===== config.mk =====
export PLATFORM = sky130hd
export DESIGN_NAME = branch_redirect_ctrl_flat
export DESIGN_NICKNAME = d
export VERILOG_FILES = /design/src/rtl/branch_redirect_ctrl_pkg.sv /design/src/rtl/branch_redirect_ctrl_if.sv /design/src/rtl/branch_redirect_ctrl_sat_counter.sv /design/src/rtl/branch_redirect_ctrl.sv /design/src/flat_wrapper.sv
export SDC_FILE = /design/constraint.sdc
export NUM_CORES = 1
export LEC_CHECK = 0
export ABC_CLOCK_PERIOD_IN_PS = 6900
export BUFFER_PORTS_ARGS = -buffer_cell sky130_fd_sc_hd__buf_4
export CAP_MARGIN = 20
export CORE_MARGIN = 2
export CORE_UTILIZATION = 50
export CTS_BUF_LIST = sky130_fd_sc_hd__clkbuf_4 sky130_fd_sc_hd__clkbuf_8
export CTS_CLUSTER_DIAMETER = 150
export CTS_CLUSTER_SIZE = 10
export DETAILED_ROUTE_END_ITERATION = 10
export PLACE_DENSITY = 0.84
export SYNTH_ARGS = -nofsm -noshare
export SYNTH_HDL_FRONTEND = slang
export SYNTH_SLANG_ARGS = --single-unit

===== constraint.sdc =====
create_clock -name clk -period 6.9 [get_ports clk]
set_clock_uncertainty 0.2 [all_clocks]
set_input_delay 2.07 -clock clk [delete_from_list [all_inputs] [get_ports clk]]
set_output_delay 2.07 -clock clk [all_outputs]
set_load 0.02 [all_outputs]

===== src/rtl/branch_redirect_ctrl_pkg.sv =====
// Shared types for the branch redirect controller: target-source encoding and FSM states.
package branch_redirect_ctrl_pkg;

  typedef enum logic [1:0] {
    BR_NONE = 2'b00,
    BR_ALU  = 2'b01,
    BR_MEM  = 2'b10
  } lc3b_br_src;

  typedef enum logic [1:0] {
    RD_IDLE,
    RD_FLUSH,
    RD_REDIRECT
  } lc3b_redir_state;

  localparam logic [15:0] PC_STEP = 16'h0002;

endpackage


===== src/rtl/branch_redirect_ctrl_if.sv =====
// Resolve inputs from MEM/WB plus flush/redirect handshake toward fetch.
interface branch_redirect_ctrl_if;
  logic        resolve_valid;
  logic [1:0]  br_ctrl;
  logic [15:0] aluout;
  logic [15:0] mem_data;
  logic [15:0] predict_addr;
  logic        flush;
  logic        redirect_valid;
  logic [15:0] redirect_pc;
  logic        redirect_ready;
  logic        stall_resolve;

  modport slave (
    input  resolve_valid, br_ctrl, aluout, mem_data, predict_addr, redirect_ready,
    output flush, redirect_valid, redirect_pc, stall_resolve
  );

  modport master (
    output resolve_valid, br_ctrl, aluout, mem_data, predict_addr, redirect_ready,
    input  flush, redirect_valid, redirect_pc, stall_resolve
  );
endinterface


===== src/rtl/branch_redirect_ctrl_sat_counter.sv =====
// Saturating up-counter: sticks at all-ones instead of wrapping.
module sat_counter #(
  parameter int W = 16
) (
  input  logic         inc,
  input  logic         clk,
  input  logic         reset_n,
  output logic [W-1:0] count
);

  always_ff @(posedge clk or negedge reset_n) begin
    if (!reset_n)                  count <= '0;
    else if (inc && count != '1)   count <= count + W'(1);
  end

endmodule


===== src/rtl/branch_redirect_ctrl.sv =====
// Pipeline recovery sequencer: detects mispredicted control flow at MEM/WB, squashes
// younger stages, hands fetch the corrected PC, and tracks branch statistics.
module branch_redirect_ctrl
  import branch_redirect_ctrl_pkg::*;
#(
  parameter int FLUSH_CYCLES = 3,
  parameter int CNT_W        = 16
) (
  input  logic                  clk,
  input  logic                  reset_n,
  branch_redirect_ctrl_if.slave bus,
  output logic [CNT_W-1:0]      branch_cnt,
  output logic [CNT_W-1:0]      mispredict_cnt
);

  localparam int FCNT_W = (FLUSH_CYCLES > 1) ? $clog2(FLUSH_CYCLES) : 1;
  localparam logic [FCNT_W-1:0] FCNT_INIT = FCNT_W'(FLUSH_CYCLES - 1);

  lc3b_redir_state   state, state_nxt;
  logic [FCNT_W-1:0] fcnt, fcnt_nxt;
  logic              acc, acc_nxt;
  logic [15:0]       pc_q, pc_nxt;

  logic        is_br, mismatch, rv, hs;
  logic        br_inc, mp_inc, flush_c, stall_c;
  logic [15:0] target;

  // br_ctrl=11 falls out as "not a branch" because only ALU/MEM codes match.
  assign is_br    = bus.resolve_valid & (bus.br_ctrl == BR_ALU || bus.br_ctrl == BR_MEM);
  assign target   = ((bus.br_ctrl == BR_ALU) ? bus.aluout : bus.mem_data) + PC_STEP;
  assign mismatch = is_br & (target != bus.predict_addr);

  assign rv = (state != RD_IDLE) & ~acc;
  assign hs = rv & bus.redirect_ready;

  always_ff @(posedge clk or negedge reset_n) begin
    if (!reset_n) begin
      state <= RD_IDLE;
      fcnt  <= '0;
      acc   <= 1'b0;
      pc_q  <= 16'h0000;
    end else begin
      state <= state_nxt;
      fcnt  <= fcnt_nxt;
      acc   <= acc_nxt;
      pc_q  <= pc_nxt;
    end
  end

  always_comb begin
    state_nxt = state;
    fcnt_nxt  = fcnt;
    acc_nxt   = acc;
    pc_nxt    = pc_q;
    flush_c   = 1'b0;
    stall_c   = 1'b0;
    br_inc    = 1'b0;
    mp_inc    = 1'b0;
    case (state)
      RD_IDLE: begin
        br_inc = is_br;
        if (mismatch) begin
          mp_inc    = 1'b1;
          pc_nxt    = target;
          fcnt_nxt  = FCNT_INIT;
          acc_nxt   = 1'b0;
          state_nxt = RD_FLUSH;
        end
      end
      RD_FLUSH: begin
        flush_c = 1'b1;
        stall_c = 1'b1;
        if (hs) acc_nxt = 1'b1;
        // Redirect may already have been taken during the flush window; skip REDIRECT then.
        if (fcnt == '0) state_nxt = (acc | hs) ? RD_IDLE : RD_REDIRECT;
        else            fcnt_nxt  = fcnt - FCNT_W'(1);
      end
      RD_REDIRECT: begin
        stall_c = 1'b1;
        if (hs) state_nxt = RD_IDLE;
      end
      default: state_nxt = RD_IDLE;
    endcase
  end

  assign bus.flush          = flush_c;
  assign bus.stall_resolve  = stall_c;
  assign bus.redirect_valid = rv;
  assign bus.redirect_pc    = pc_q;

  sat_counter #(.W(CNT_W)) u_branch_cnt (
    .inc(br_inc), .clk(clk), .reset_n(reset_n), .count(branch_cnt)
  );

  sat_counter #(.W(CNT_W)) u_mispredict_cnt (
    .inc(mp_inc), .clk(clk), .reset_n(reset_n), .count(mispredict_cnt)
  );

endmodule


===== src/flat_wrapper.sv =====
// flat-port wrapper written by rule: the top's interface ports become plain ports
module branch_redirect_ctrl_flat import branch_redirect_ctrl_pkg::*;
#(
  parameter int FLUSH_CYCLES = 3,
  parameter int CNT_W        = 16
)
  (clk, reset_n, branch_cnt, mispredict_cnt, bus_resolve_valid, bus_br_ctrl, bus_aluout, bus_mem_data, bus_predict_addr, bus_redirect_ready, bus_flush, bus_redirect_valid, bus_redirect_pc, bus_stall_resolve);
  branch_redirect_ctrl_if bus_i ();
  input  logic clk;
  input  logic reset_n;
  output logic [CNT_W-1:0] branch_cnt;
  output logic [CNT_W-1:0] mispredict_cnt;
  input wire logic [$bits(bus_i.resolve_valid)-1:0] bus_resolve_valid;
  input wire logic [$bits(bus_i.br_ctrl)-1:0] bus_br_ctrl;
  input wire logic [$bits(bus_i.aluout)-1:0] bus_aluout;
  input wire logic [$bits(bus_i.mem_data)-1:0] bus_mem_data;
  input wire logic [$bits(bus_i.predict_addr)-1:0] bus_predict_addr;
  input wire logic [$bits(bus_i.redirect_ready)-1:0] bus_redirect_ready;
  output wire logic [$bits(bus_i.flush)-1:0] bus_flush;
  output wire logic [$bits(bus_i.redirect_valid)-1:0] bus_redirect_valid;
  output wire logic [$bits(bus_i.redirect_pc)-1:0] bus_redirect_pc;
  output wire logic [$bits(bus_i.stall_resolve)-1:0] bus_stall_resolve;
  assign bus_i.resolve_valid = bus_resolve_valid;
  assign bus_i.br_ctrl = bus_br_ctrl;
  assign bus_i.aluout = bus_aluout;
  assign bus_i.mem_data = bus_mem_data;
  assign bus_i.predict_addr = bus_predict_addr;
  assign bus_i.redirect_ready = bus_redirect_ready;
  assign bus_flush = bus_i.flush;
  assign bus_redirect_valid = bus_i.redirect_valid;
  assign bus_redirect_pc = bus_i.redirect_pc;
  assign bus_stall_resolve = bus_i.stall_resolve;
  branch_redirect_ctrl #(.FLUSH_CYCLES(FLUSH_CYCLES), .CNT_W(CNT_W)) u_core (.clk(clk), .reset_n(reset_n), .bus(bus_i), .branch_cnt(branch_cnt), .mispredict_cnt(mispredict_cnt));
endmodule

# After elaboration in Yosys (flattened, before gate mapping)
# Index checks and enable logic that the tools add are counted.
# classes
addsub	4
eq_ne	12
mux	17
bitwise_logic	6
n_reduce_logical	12
# op_table
op	n
16-bit by 1-bit adder with 16-bit output (second input constant)	2
16-bit != test (second input constant)	2
16-bit by 2-bit adder with 16-bit output (second input constant)	1
16-bit 2-to-1 mux	1
16-bit != test	1
2-bit 2-to-1 mux	6
3-bit AND reduction	3
2-bit by 1-bit != test with 1-bit output (second input constant)	4
1-bit 2-to-1 mux	7
2-bit one-hot mux with 3 select lines	1
1-bit AND	4
2-bit by 1-bit == test with 1-bit output (second input constant)	2
2-bit == test (second input constant)	2
2-bit zero test	2
2-bit one-hot mux with 2 select lines	1
2-bit nonzero test	2
1-bit logical AND	2
2-bit != test (second input constant)	1
1-bit one-hot mux with 2 select lines	1
2-bit AND reduction	1
2-bit OR reduction	1
2-bit by 1-bit subtractor with 2-bit output (second input constant)	1
1-bit logical OR	1
1-bit inverter	1
1-bit OR	1
# word_totals
regBits	53
inputBits	54
out_inout_bits	51
wordCells	57

# Longest topological paths before layout
# Gate-level depths: netlist (run 1).
# logic_depth
ltp_word	8
mapped_depth	16
ltp_nobuf	13

# Hierarchy
# Synthesis (run 1) repeated with hierarchy kept, for this count alone.
# unflattened
cells_unflattened	345
area_unflattened_um2	3782.4
# modules_own_cells
module	n_inst	cells_per_inst	area_per_inst_um2	seq_area_each_um2
branch_redirect_ctrl	1	201	2063.2	525.5
sat_counter	2	72	859.6	400.4

# Worst setup path after synthesis (run 1)
# Ideal clock, no wire load.
# synth_path
kind	input -> register
from	input port bus_br_ctrl[1]
to	register u_core.pc_q[7] (netlist: u_core.bus.redirect_pc[7])
setup_time_ps	128
t_arrival_ps	5994
required_time_ps	6572
path_slack_ps	578
path_stages	16
n_path_buf	4
cell_sequence	inv_1 ha_1 buf_4 buf_2 buf_1 mux2_2 ha_1 nand4_1 a222oi_1 nand3_1 xor3_1 or4_4 nor4_4 nor2_2 buf_6 mux2_1
# synth_via
elab_chain_len	6
elab_cells_between_ends	9
cone_classes	add/sub (1); eq/ne (3); mux (1); bitwise (2); reduce/logical (2)
# synth_lines
item	line	source
start: declaration	flat_wrapper.sv:14	input wire logic [$bits(bus_i.br_ctrl)-1:0] bus_br_ctrl;
2-bit by 1-bit == test with 1-bit output	branch_redirect_ctrl.sv:29, branch_redirect_ctrl.sv:30	
16-bit 2-to-1 mux	branch_redirect_ctrl.sv:30	assign target = ((bus.br_ctrl == BR_ALU) ? bus.aluout : bus.mem_data) + PC_STEP;
16-bit by 2-bit adder with 16-bit output	branch_redirect_ctrl.sv:30	
16-bit != test	branch_redirect_ctrl.sv:31	assign mismatch = is_br & (target != bus.predict_addr);
1-bit AND	branch_redirect_ctrl.sv:31	
2-bit AND reduction (no line)	n/a	
end signal: assignment	branch_redirect_ctrl.sv:46	pc_q <= pc_nxt;
end: declaration	branch_redirect_ctrl.sv:22	logic [15:0] pc_q, pc_nxt;
# Several ways; a longest one is shown, not always the timed one.
# A chain may end at the register's enable or synchronous reset.

# Worst setup path in the final report (run 1)
# layout_path
from	input port bus_br_ctrl[0]
to	register u_core.pc_q[12] (netlist: u_core.bus.redirect_pc[12])
# The elaborated chain is that of the path after synthesis.

==> results of run 1 <==
-- power breakdown --
part           leakage (uW)  switching [uW]  internal [uW]  total [uW]
logic               0.00139             297            252         549
registers          0.000680            77.2            398         475
clock network     0.0000518             110           83.6         194
-- cells by family after synthesis --
group	synth area share
AND/OR/NAND/NOR	0.2054
XOR/XNOR	0.1707
flip-flops	0.3834
AO/OA/AOI/OAI	0.08536
multiplexers	0.09873
buffers and inverters	0.02749
adder cells (fa/ha/maj)	0.02893
-- area by class of cell --
type                    instances  area, sq um
inverters                      10        37.54
fillers                       557         2336
flip-flops and latches         53         1326
well taps                      80        100.1
repair buffers                109        818.3
multi-input cells             266         2038
clock inverters                 2        17.52
clock buffers                   6        82.58
-- placed cells by master (no fill, tap or decap), types with 10 or more instances in the layout --
cell                      Yosys  layout
sky130_fd_sc_hd__dfrtp_1     53      53
sky130_fd_sc_hd__mux2i_1     15      15
sky130_fd_sc_hd__xor2_1      24      24
sky130_fd_sc_hd__o21ai_0     10      10
sky130_fd_sc_hd__inv_1       10      10
sky130_fd_sc_hd__buf_4        1     109
sky130_fd_sc_hd__nand3_1     21      21
sky130_fd_sc_hd__nor3_1      11      11
sky130_fd_sc_hd__nand2_1     31      31
sky130_fd_sc_hd__mux2_1      10      10
sky130_fd_sc_hd__xnor2_1     25      25
sky130_fd_sc_hd__and3_1      12      12
sky130_fd_sc_hd__nand4_1     14      14
-- through the flow --
stage                 util  worst slack (ns)  instance area [sq um]  instances
floorplan                -            0.5782                   3460        340
global placement    0.6394            0.9001                   4320        518
detailed placement  0.6394            0.7775                   4320        518
CTS                 0.6543             1.108                   4420        526
global route        0.6543            0.8474                   4420        526
finish              0.6543             1.118                   4420        526
-- metal layers --
metal  track usage  wire [microns]  up-vias  share of wire
met5             0               0        -              0
met4       0.06713             154        0          0.018
met3       0.05498             733       14          0.087
met2        0.3539            3848      129           0.46
met1        0.3117            3702     1445           0.44
li1              -               -     1451              -
-- state kept, by name, indices dropped and copies added, names as in the netlist --
| signal | cells |
|---|---|
| u_core.bus.redirect_pc | 16 |
| u_core.state | 2 |
| u_core.u_mispredict_cnt.count | 16 |
| u_core.acc | 1 |
| u_core.u_branch_cnt.count | 16 |
| u_core.fcnt | 2 |
-- worst max path at each step --
stage / startpoint / endpoint / slack (ns) / depth (start not counted)
4_1_cts: bus_br_ctrl[0] / u_core.bus.redirect_pc[12]$_DFFE_PN0P_ / 1.11 / 14
3_5_place_dp: bus_br_ctrl[0] / u_core.bus.redirect_pc[6]$_DFFE_PN0P_ / 0.78 / 14
5_1_grt: bus_br_ctrl[1] / u_core.bus.redirect_pc[14]$_DFFE_PN0P_ / 0.85 / 13
6_report: bus_br_ctrl[0] / u_core.bus.redirect_pc[12]$_DFFE_PN0P_ / 1.12 / 14
3_3_place_gp: bus_br_ctrl[1] / u_core.bus.redirect_pc[14]$_DFFE_PN0P_ / 0.90 / 13
2_1_floorplan: bus_br_ctrl[1] / u_core.bus.redirect_pc[7]$_DFFE_PN0P_ / 0.58 / 16
==> tab_implementation.tex, run 1 <==
\begin{tabular}{lr}
\hline
Metric & Value \\
\hline
\multicolumn{2}{l}{\textbf{Outcome}} \\
\quad Run status & complete, no violations \\
\multicolumn{2}{l}{\textbf{Setup path}} \\
\quad Minimum setup slack among reg-to-reg paths & 4.09 ns \\
\quad Highest fanout seen on the critical path & 13 \\
\quad Worst r2r src & u\_core.state[1]\$\_DFFE\_PN0P\_ \\
\quad CP max stage cell & sky130\_fd\_sc\_hd\_\_nor4\_4 \\
\quad Worst path bufs/invs & 3 \\
\quad Data required time at the worst endpoint & 6.90 ns \\
\quad R2R Path End & u\_core.bus.redirect\_pc[5]\$\_DFFE\_PN0P\_ \\
\quad Arr. time, crit path & 5.78 ns \\
\quad Nature of the critical path startpoint & primary input \\
\quad Critical path capture point type & flop \\
\quad Cell-by-cell listing of the critical path & buf\_4 -> ha\_1 -> mux2i\_1 -> inv\_1 -> ha\_1 -> nand4\_1 -> a222oi\_1 -> buf\_4 -> nand3\_1 -> xor3\_1 -> or4\_4 -> nor4\_4 -> nor2\_2 -> mux2\_1 \\
\quad CP delay by family, top & simple AND/OR/NAND/NOR gates \\
\quad Class of the most critical setup path & primary input to flop \\
\quad Worst Reg2Reg Path Length in Cells & 5 \\
\quad Worst stage delay on the critical path & 0.54 ns \\
\multicolumn{2}{l}{\textbf{Clock tree}} \\
\quad Master cell of the clock root buffer & sky130\_fd\_sc\_hd\_\_clkbuf\_8 \\
\quad Total number of clock tree sinks & 53 \\
\quad Maximum clock insertion buffer count & 2 \\
\quad Source-to-sink clock delay at the later pin of the worst-skew pair & 0.32 ns \\
\quad Number of gates resized after cts & 0 \\
\quad CTS clock-pin slew for the worst setup and hold paths & 0.11 ns \\
\quad Post-CTS Setup Inserts & 0 \\
\quad Hold bufs inserted after CTS & 0 \\
\quad CTS tree & yes \\
\quad H-tree levels & 2 \\
\quad Number of CTS-inserted buffers & 5 \\
\multicolumn{2}{l}{\textbf{Global routing}} \\
\quad Antenna violations before repair & 0 \\
\quad Wire length of the first global-routing pass & 13.49 mm \\
\quad Global-route congestion overflow total & 0 \\
\quad Maximum number of pins on one net before global-route repair & 54 \\
\quad Vias in the first global route & 2831 \\
\quad Total routing resource utilization after global routing & 0.2257 \\
\multicolumn{2}{l}{\textbf{Drt}} \\
\quad Drt total wl & 8.438 mm \\
\quad First-pass detailed-route iteration total & 4 \\
\quad Antenna Nets Post-Route & 0 \\
\quad Remaining routing DRC violations & 0 \\
\quad Initial DRC Count & 171 \\
\quad Via count & 3039 \\
\quad Routed wire length per instance & 16.04 microns \\
\quad Vias per inst & 5.778 \\
\multicolumn{2}{l}{\textbf{Hold path}} \\
\quad Worst hold start & u\_core.u\_mispredict\_cnt.count[9]\$\_DFFE\_PN0P\_ \\
\quad Path type of the worst min-delay path & flop to flop \\
\quad Hold endpoint & u\_core.u\_mispredict\_cnt.count[9]\$\_DFFE\_PN0P\_ \\
\quad Hold Crit Depth & 1 \\
\multicolumn{2}{l}{\textbf{Cells and area}} \\
\quad Number of diodes & 0 \\
\quad Layout-stage area growth over the synthesis result & 27.78\% \\
\quad Fraction of layout instances using a drive strength above 1 & 0.2870 \\
\quad Net total in the final layout & 507 \\
\multicolumn{2}{l}{\textbf{Timing}} \\
\quad Setup total negative slack & 0 ns \\
\quad Number of hold-slack violations in the final timing report & 0 \\
\quad Unrepaired setup endpoints after global routing & no \\
\quad Final Setup Violations & 0 \\
\quad Slew Viols, Final & 0 \\
\quad Worst rel slew slack & 0.5028 \\
\quad Slew of the pin with the lowest slew margin & 0.7450 ns \\
\quad Maximum clock rate & 172.9 MHz \\
\quad Crit path time final & 5.782 ns \\
\quad Worst hold slack after final layout & 0.2995 ns \\
\quad Final cycle utilization of the critical path & 0.8380 \\
\multicolumn{2}{l}{\textbf{Logic synthesis}} \\
\quad Mapped cell area & 3460 sq um \\
\quad Sequential cell area fraction in the yosys report & 0.3834 \\
\quad Post-synthesis average cell area & 10.18 sq um \\
\quad Top-area cell type share of the netlist area & 0.3834 \\
\quad Most used DFF post-synth & sky130\_fd\_sc\_hd\_\_dfrtp\_1 \\
\quad Library cell with the highest instance count after synthesis & sky130\_fd\_sc\_hd\_\_dfrtp\_1 \\
\quad Post-Synthesis Cells & 340 \\
\quad Async set-reset flop share out of synthesis & 1.000 \\
\quad Library cell occupying the most area in the post-synthesis netlist & sky130\_fd\_sc\_hd\_\_dfrtp\_1 \\
\quad Top post-synthesis cells by count & 53 x sky130\_fd\_sc\_hd\_\_dfrtp\_1, 31 x sky130\_fd\_sc\_hd\_\_nand2\_1, 25 x sky130\_fd\_sc\_hd\_\_xnor2\_1, 24 x sky130\_fd\_sc\_hd\_\_xor2\_1, 21 x sky130\_fd\_sc\_hd\_\_nand3\_1 \\
\quad EDFF count, synth & 0 \\
\quad Ys Warns & 0 \\
\quad Synth cell types & 53 \\
\quad Synth Net Count & 402 \\
\quad Flop and latch count out of synthesis & 53 \\
\quad Biggest area contributors in the synthesized netlist & sky130\_fd\_sc\_hd\_\_dfrtp\_1 38\%, sky130\_fd\_sc\_hd\_\_xnor2\_1 6.3\%, sky130\_fd\_sc\_hd\_\_xor2\_1 6.1\%, sky130\_fd\_sc\_hd\_\_mux2i\_1 4.3\%, sky130\_fd\_sc\_hd\_\_nand2\_1 3.4\% \\
\multicolumn{2}{l}{\textbf{Die}} \\
\quad Height of the die & 87.18 microns \\
\quad Count of standard-cell rows & 30 \\
\quad Ports placed on the boundary & 105 \\
\quad CORE AREA & 6756 sq um \\
\quad Starting density of the core & 0.5120 \\
\quad Area of the die & 7600 sq um \\
\quad Chip Width & 87.18 microns \\
\multicolumn{2}{l}{\textbf{Power}} \\
\quad Leakage & 0.002123 uW \\
\quad Maximum resistive drop on vdd & 0.2111 mV \\
\quad Cell area power density & 275.7 nW/um\^{}2 \\
\quad Post-layout total power & 1219 uW \\
\multicolumn{2}{l}{\textbf{Placement}} \\
\quad Final weighted congestion in routability-driven placement & 0.9283 \\
\quad Count of buffers from port buffering & 104 \\
\quad HPWL reported at the end of detailed placement & 6.569 mm \\
\multicolumn{2}{l}{\textbf{Flow run}} \\
\quad Maxcap violations & 0 \\
\hline
\end{tabular}
(Power assumes the default switching activity.)
==> run 2: changes to the inputs <==
Settings changed: ABC_CLOCK_PERIOD_IN_PS 6900 to 5410.
Clock period 6.9 ns to 5.41 ns, I/O delays scaled along.
==> run 2 against run 1 <==
Compared with the run above:
- clock power up 18%
- routed wire length up 2.5%
- final cell count up 0.57%
- largest cell class unchanged
- largest power group unchanged
==> tab_implementation.tex, run 2 (synthesis results as in run 1) <==
\begin{tabular}{lr}
\hline
Metric & Value \\
\hline
\multicolumn{2}{l}{\textbf{Setup path}} \\
\quad Data required time at the worst endpoint & 5.41 ns \\
\quad Arr. time, crit path & 4.92 ns \\
\quad Critical path capture point type & flop \\
\quad Class of the most critical setup path & primary input to flop \\
\quad Nature of the critical path startpoint & primary input \\
\quad Highest fanout seen on the critical path & 22 \\
\quad Worst Reg2Reg Path Length in Cells & 6 \\
\multicolumn{2}{l}{\textbf{Power}} \\
\quad Cell area power density & 352.4 nW/um\^{}2 \\
\quad Maximum resistive drop on vdd & 0.1969 mV \\
\quad Leakage & 0.002170 uW \\
\multicolumn{2}{l}{\textbf{Cells and area}} \\
\quad Sequential standard cell area & 1326 sq um \\
\quad Fillcell total & 552 \\
\quad Commonest non-fill, non-tap cell in the layout & sky130\_fd\_sc\_hd\_\_buf\_4 \\
\quad Highest-count cells in the layout ignoring fill and taps & 112 x sky130\_fd\_sc\_hd\_\_buf\_4, 53 x sky130\_fd\_sc\_hd\_\_dfrtp\_1, 31 x sky130\_fd\_sc\_hd\_\_nand2\_1, 25 x sky130\_fd\_sc\_hd\_\_xnor2\_1, 24 x sky130\_fd\_sc\_hd\_\_xor2\_1 \\
\quad Net total in the final layout & 510 \\
\quad Layout-stage area growth over the synthesis result & 30.34\% \\
\quad Multi-input logic area & 2115 sq um \\
\quad Number of diodes & 0 \\
\quad Fraction of layout instances using a drive strength above 1 & 0.3252 \\
\multicolumn{2}{l}{\textbf{Timing}} \\
\quad Setup total negative slack & 0 ns \\
\quad Slew of the pin with the lowest slew margin & 0.9206 ns \\
\quad Maximum clock rate & 203.0 MHz \\
\quad Slew Viols, Final & 0 \\
\quad Crit path time final & 4.926 ns \\
\quad Worst rel slew slack & 0.3856 \\
\quad Final Setup Violations & 0 \\
\quad Unrepaired setup endpoints after global routing & no \\
\quad Number of hold-slack violations in the final timing report & 0 \\
\quad Final cycle utilization of the critical path & 0.9105 \\
\quad Worst hold slack after final layout & 0.2957 ns \\
\multicolumn{2}{l}{\textbf{Hold path}} \\
\quad Path type of the worst min-delay path & flop to flop \\
\quad Hold Crit Depth & 1 \\
\multicolumn{2}{l}{\textbf{Clock tree}} \\
\quad Maximum clock insertion buffer count & 2 \\
\quad Hold bufs inserted after CTS & 0 \\
\quad Master cell of the clock root buffer & sky130\_fd\_sc\_hd\_\_clkbuf\_8 \\
\quad Total number of clock tree sinks & 53 \\
\quad H-tree levels & 2 \\
\quad CTS tree & yes \\
\quad Number of CTS-inserted buffers & 5 \\
\quad Post-CTS Setup Inserts & 0 \\
\quad Source-to-sink clock delay at the later pin of the worst-skew pair & 0.30 ns \\
\quad Number of gates resized after cts & 0 \\
\quad CTS clock-pin slew for the worst setup and hold paths & 0.10 ns \\
\multicolumn{2}{l}{\textbf{Drt}} \\
\quad Initial DRC Count & 158 \\
\quad Remaining routing DRC violations & 0 \\
\quad First-pass detailed-route iteration total & 5 \\
\quad Drt total wl & 8.649 mm \\
\quad Routed wire length per instance & 16.35 microns \\
\quad Antenna Nets Post-Route & 0 \\
\quad Vias per inst & 5.648 \\
\quad Via count & 2988 \\
\multicolumn{2}{l}{\textbf{Placement}} \\
\quad HPWL reported at the end of detailed placement & 6.783 mm \\
\quad Count of buffers from port buffering & 104 \\
\quad Final weighted congestion in routability-driven placement & 0.8774 \\
\multicolumn{2}{l}{\textbf{Die}} \\
\quad Ports placed on the boundary & 105 \\
\quad Area of the die & 7600 sq um \\
\quad Height of the die & 87.18 microns \\
\quad CORE AREA & 6756 sq um \\
\quad Starting density of the core & 0.5120 \\
\quad Count of standard-cell rows & 30 \\
\quad Chip Width & 87.18 microns \\
\multicolumn{2}{l}{\textbf{Outcome}} \\
\quad Run status & complete, no violations \\
\multicolumn{2}{l}{\textbf{Global routing}} \\
\quad Global-route congestion overflow total & 0 \\
\quad Total routing resource utilization after global routing & 0.2359 \\
\quad Maximum number of pins on one net before global-route repair & 54 \\
\quad Vias in the first global route & 2898 \\
\quad Antenna violations before repair & 0 \\
\quad Wire length of the first global-routing pass & 14.17 mm \\
\multicolumn{2}{l}{\textbf{Flow run}} \\
\quad Maxcap violations & 0 \\
\hline
\end{tabular}
-- run 2: changes by cell type in the layout (fill, tap and decap cells not counted), moves of 2 or more --
cell | before | now
sky130_fd_sc_hd__mux2_4 | 0 | 11
sky130_fd_sc_hd__mux2_1 | 10 | 0
sky130_fd_sc_hd__buf_4 | 109 | 112
sky130_fd_sc_hd__ha_1 | 8 | 6
sky130_fd_sc_hd__ha_4 | 0 | 2
-- run 2: worst paths after layout --
path                                                      startpoint                                       endpoint  slack (ns)
max                                                   bus_br_ctrl[0]   u_core.u_mispredict_cnt.count[1]$_DFFE_PN0P_        0.48
min                        u_core.u_branch_cnt.count[12]$_DFFE_PN0P_      u_core.u_branch_cnt.count[12]$_DFFE_PN0P_        0.30
max reg2reg                              u_core.state[1]$_DFFE_PN0P_          u_core.bus.redirect_pc[2]$_DFFE_PN0P_        2.77
min reg2reg                u_core.u_branch_cnt.count[12]$_DFFE_PN0P_      u_core.u_branch_cnt.count[12]$_DFFE_PN0P_        0.30
max in group asynchronous                                    reset_n  u_core.u_mispredict_cnt.count[12]$_DFFE_PN0P_        3.42
min in group asynchronous                                    reset_n       u_core.u_branch_cnt.count[9]$_DFFE_PN0P_        1.14
-- run 2: routing by layer --
layer	up-vias	share of wire	global-route usage	wire length, microns
li1	1458	-	-	-
met4	0	0.015	0.07552	130
met1	1423	0.43	0.3214	3760
met5	-	0	0	0
met2	94	0.50	0.3935	4359
met3	13	0.046	0.02749	398
-- run 2: per-stage QoR --
step / worst slack [ns] / total power, uW / area [sq um] / util / instances
after floorplan: 0.0004703 / 1060 / 3553 / - / 340
after global placement: 0.3128 / 1343 / 4419 / 0.6541 / 521
after detailed placement: 0.2212 / 1368 / 4419 / 0.6541 / 521
after CTS: 0.5350 / 1604 / 4509 / 0.6674 / 529
after global routing: 0.3300 / 1691 / 4509 / 0.6674 / 529
final: 0.4844 / 1589 / 4509 / 0.6674 / 529
-- run 2: worst max-delay path, stage by stage --
cell and delay (ns):
sky130_fd_sc_hd__buf_4 0.12, sky130_fd_sc_hd__ha_4 0.17, sky130_fd_sc_hd__mux2i_1 0.13, sky130_fd_sc_hd__inv_1 0.09, sky130_fd_sc_hd__ha_4 0.14, sky130_fd_sc_hd__nand4b_1 0.15
sky130_fd_sc_hd__a222oi_1 0.55, sky130_fd_sc_hd__and3_1 0.29, sky130_fd_sc_hd__xnor3_1 0.23, sky130_fd_sc_hd__or3_4 0.41, sky130_fd_sc_hd__nor4_4 0.32, sky130_fd_sc_hd__buf_4 0.29
sky130_fd_sc_hd__nor3_1 0.11, sky130_fd_sc_hd__mux2_2 0.28
-- run 2: where the power goes --
group          total [uW]  internal (uW)  switching, uW
clock network         229           97.6            132
logic                 747            362            385
registers             613            508            105
total                1590            967            622
-- run 2: final cells by class --
| type | count | area share |
|---|---|---|
| Clock buffer | 6 | 0.01693 |
| Clock inverter | 2 | 0.003052 |
| Inverter | 10 | 0.008324 |
| Multi-Input combinational cell | 266 | 0.4689 |
| Sequential cell | 53 | 0.2941 |
| Tap cell | 80 | 0.02220 |
| Timing Repair Buffer | 112 | 0.1865 |
==> run 3: changes to the inputs <==
Settings changed: ABC_CLOCK_PERIOD_IN_PS 5410 to 5200.
Clock period 5.41 ns to 5.2 ns, I/O delays scaled along.
==> run 3 against run 2 <==
Compared with the run above:
- design area increased by 0.67%
- sequential cell count unchanged
- critical path type unchanged
- largest cell class unchanged
- global-route usage is 1.2 points lower
- sequential power rose by 3%
- clock-buffer cell count is the same
==> tab_implementation.tex, run 3 (synthesis results as in run 1) <==
\begin{tabular}{lr}
\hline
Metric & Value \\
\hline
\multicolumn{2}{l}{\textbf{Global routing}} \\
\quad Vias in the first global route & 2958 \\
\quad Maximum number of pins on one net before global-route repair & 54 \\
\quad Wire length of the first global-routing pass & 13.60 mm \\
\quad Global-route congestion overflow total & 0 \\
\quad Antenna violations before repair & 0 \\
\quad Total routing resource utilization after global routing & 0.2244 \\
\multicolumn{2}{l}{\textbf{Setup path}} \\
\quad Worst stage delay on the critical path & 0.57 ns \\
\quad Cell-by-cell listing of the critical path & buf\_4 -> inv\_12 -> ha\_4 -> mux2i\_1 -> inv\_1 -> ha\_4 -> nand4b\_1 -> a222oi\_1 -> and3\_1 -> xnor3\_1 -> or3\_4 -> nor4\_4 -> nor2\_2 -> mux2\_4 \\
\quad Class of the most critical setup path & primary input to flop \\
\quad Critical path capture point type & flop \\
\quad CP max stage cell & sky130\_fd\_sc\_hd\_\_a222oi\_1 \\
\quad Data required time at the worst endpoint & 5.19 ns \\
\quad Worst r2r src & u\_core.state[1]\$\_DFFE\_PN0P\_ \\
\quad Startpoint of the worst setup timing path & bus\_br\_ctrl[1] \\
\quad Cell mode on critical path & sky130\_fd\_sc\_hd\_\_ha\_4 \\
\quad Highest fanout seen on the critical path & 13 \\
\quad Arr. time, crit path & 4.89 ns \\
\quad Nature of the critical path startpoint & primary input \\
\multicolumn{2}{l}{\textbf{Clock tree}} \\
\quad Source-to-sink clock delay at the later pin of the worst-skew pair & 0.30 ns \\
\quad Total number of clock tree sinks & 53 \\
\quad CTS tree & yes \\
\quad CTS clock-pin slew for the worst setup and hold paths & 0.09 ns \\
\quad Post-CTS Setup Inserts & 0 \\
\quad Number of CTS-inserted buffers & 5 \\
\quad H-tree levels & 2 \\
\quad Master cell of the clock root buffer & sky130\_fd\_sc\_hd\_\_clkbuf\_8 \\
\quad Maximum clock insertion buffer count & 2 \\
\quad Number of gates resized after cts & 0 \\
\quad Hold bufs inserted after CTS & 0 \\
\multicolumn{2}{l}{\textbf{Power}} \\
\quad Leakage & 0.002175 uW \\
\quad Cell area power density & 363.7 nW/um\^{}2 \\
\quad Maximum resistive drop on vdd & 0.2459 mV \\
\multicolumn{2}{l}{\textbf{Cells and area}} \\
\quad Commonest non-fill, non-tap cell in the layout & sky130\_fd\_sc\_hd\_\_buf\_4 \\
\quad Number of diodes & 0 \\
\quad Fraction of layout instances using a drive strength above 1 & 0.3237 \\
\quad Fillcell total & 535 \\
\quad Highest-count cells in the layout ignoring fill and taps & 109 x sky130\_fd\_sc\_hd\_\_buf\_4, 53 x sky130\_fd\_sc\_hd\_\_dfrtp\_1, 31 x sky130\_fd\_sc\_hd\_\_nand2\_1, 25 x sky130\_fd\_sc\_hd\_\_xnor2\_1, 24 x sky130\_fd\_sc\_hd\_\_xor2\_1 \\
\quad Final core utilization & 0.6719 \\
\quad Layout-stage area growth over the synthesis result & 31.21\% \\
\quad Net total in the final layout & 509 \\
\multicolumn{2}{l}{\textbf{Die}} \\
\quad Chip Width & 87.18 microns \\
\quad Area of the die & 7600 sq um \\
\quad Count of standard-cell rows & 30 \\
\quad Ports placed on the boundary & 105 \\
\quad Starting density of the core & 0.5120 \\
\quad Height of the die & 87.18 microns \\
\quad CORE AREA & 6756 sq um \\
\multicolumn{2}{l}{\textbf{Drt}} \\
\quad Antenna Nets Post-Route & 0 \\
\quad Via count & 3006 \\
\quad First-pass detailed-route iteration total & 4 \\
\quad Routed wire length per instance & 16.01 microns \\
\quad Remaining routing DRC violations & 0 \\
\quad Initial DRC Count & 127 \\
\quad Vias per inst & 5.693 \\
\quad Drt total wl & 8.451 mm \\
\multicolumn{2}{l}{\textbf{Timing}} \\
\quad Final cycle utilization of the critical path & 0.9416 \\
\quad Slew Viols, Final & 0 \\
\quad Setup total negative slack & 0 ns \\
\quad Slew of the pin with the lowest slew margin & 0.9227 ns \\
\quad Final Setup Violations & 0 \\
\quad Crit path time final & 4.896 ns \\
\quad Number of hold-slack violations in the final timing report & 0 \\
\quad Worst rel slew slack & 0.3842 \\
\quad Unrepaired setup endpoints after global routing & no \\
\quad Maximum clock rate & 204.2 MHz \\
\multicolumn{2}{l}{\textbf{Placement}} \\
\quad HPWL reported at the end of detailed placement & 6.532 mm \\
\quad Final weighted congestion in routability-driven placement & 0.8469 \\
\quad Count of buffers from port buffering & 104 \\
\multicolumn{2}{l}{\textbf{Outcome}} \\
\quad Run status & complete, no violations \\
\multicolumn{2}{l}{\textbf{Flow run}} \\
\quad Maxcap violations & 0 \\
\multicolumn{2}{l}{\textbf{Hold path}} \\
\quad Path type of the worst min-delay path & flop to flop \\
\quad Worst hold start & u\_core.u\_mispredict\_cnt.count[4]\$\_DFFE\_PN0P\_ \\
\hline
\end{tabular}
## run 3: layer usage
metal  wire, microns  vias to the layer above  global-route usage  share of wire
li1                -                     1456                   -              -
met1            3740                     1439              0.2916           0.44
met2            4121                       95              0.3657           0.49
met3             394                       16             0.04171          0.047
met4             195                        0             0.09790          0.023
met5               0                        -                   0              0
## run 3: layout make-up
cell class	count	area, sq um	share of cell area
clock buffer	6	76.32	0.01681
inverter	10	50.05	0.01103
timing repair buffer	111	858.3	0.1891
multi-input combinational	266	2115	0.4658
tap	80	100.1	0.02205
clock inverter	2	13.76	0.003032
sequential	53	1326	0.2922
## run 3: power by group
part	total [uW]	switching (uW)	leakage [uW]	internal, uW
registers	632	104	0.000680	528
logic	779	402	0.00145	378
clock network	240	138	0.0000490	102
## run 3: worst paths after layout
path                                                                end  slack (ns)  cells past startpoint
min in group asynchronous      u_core.u_branch_cnt.count[8]$_DFFE_PN0P_        1.08                      1
hold / removal             u_core.u_mispredict_cnt.count[4]$_DFFE_PN0P_        0.29                      1
max in group asynchronous         u_core.bus.redirect_pc[4]$_DFFE_PN0P_        3.28                      1
hold reg to reg            u_core.u_mispredict_cnt.count[4]$_DFFE_PN0P_        0.29                      1
setup / recovery                  u_core.bus.redirect_pc[7]$_DFFE_PN0P_        0.30                     14
setup reg to reg                  u_core.bus.redirect_pc[5]$_DFFE_PN0P_        2.59                      6
## run 3: worst max-delay path: cells and delay by family
family | cells | cell delay [ns]
AOI/OAI and AO/OA | 1 | 0.57
xor gates and xnor gates | 1 | 0.22
adders and majority gates | 2 | 0.31
buffers and inverters | 3 | 0.26
muxes | 2 | 0.49
and+or+nand+nor | 5 | 1.47
## run 3: through the flow
stage | cell area, sq um | hold slack (ns) | setup WS (ns) | std cells | power (uW)
final | 4539 | 0.2933 | 0.3039 | 528 | 1651
after detailed placement | 4449 | 0.2831 | 0.008603 | 520 | 1421
after global placement | 4449 | 0.2783 | 0.08444 | 520 | 1396
after global routing | 4539 | 0.3209 | 0.06126 | 528 | 1757
after CTS | 4539 | 0.3022 | 0.3167 | 528 | 1669
after floorplan | 3566 | 0.3292 | -0.1317 | 340 | 1103
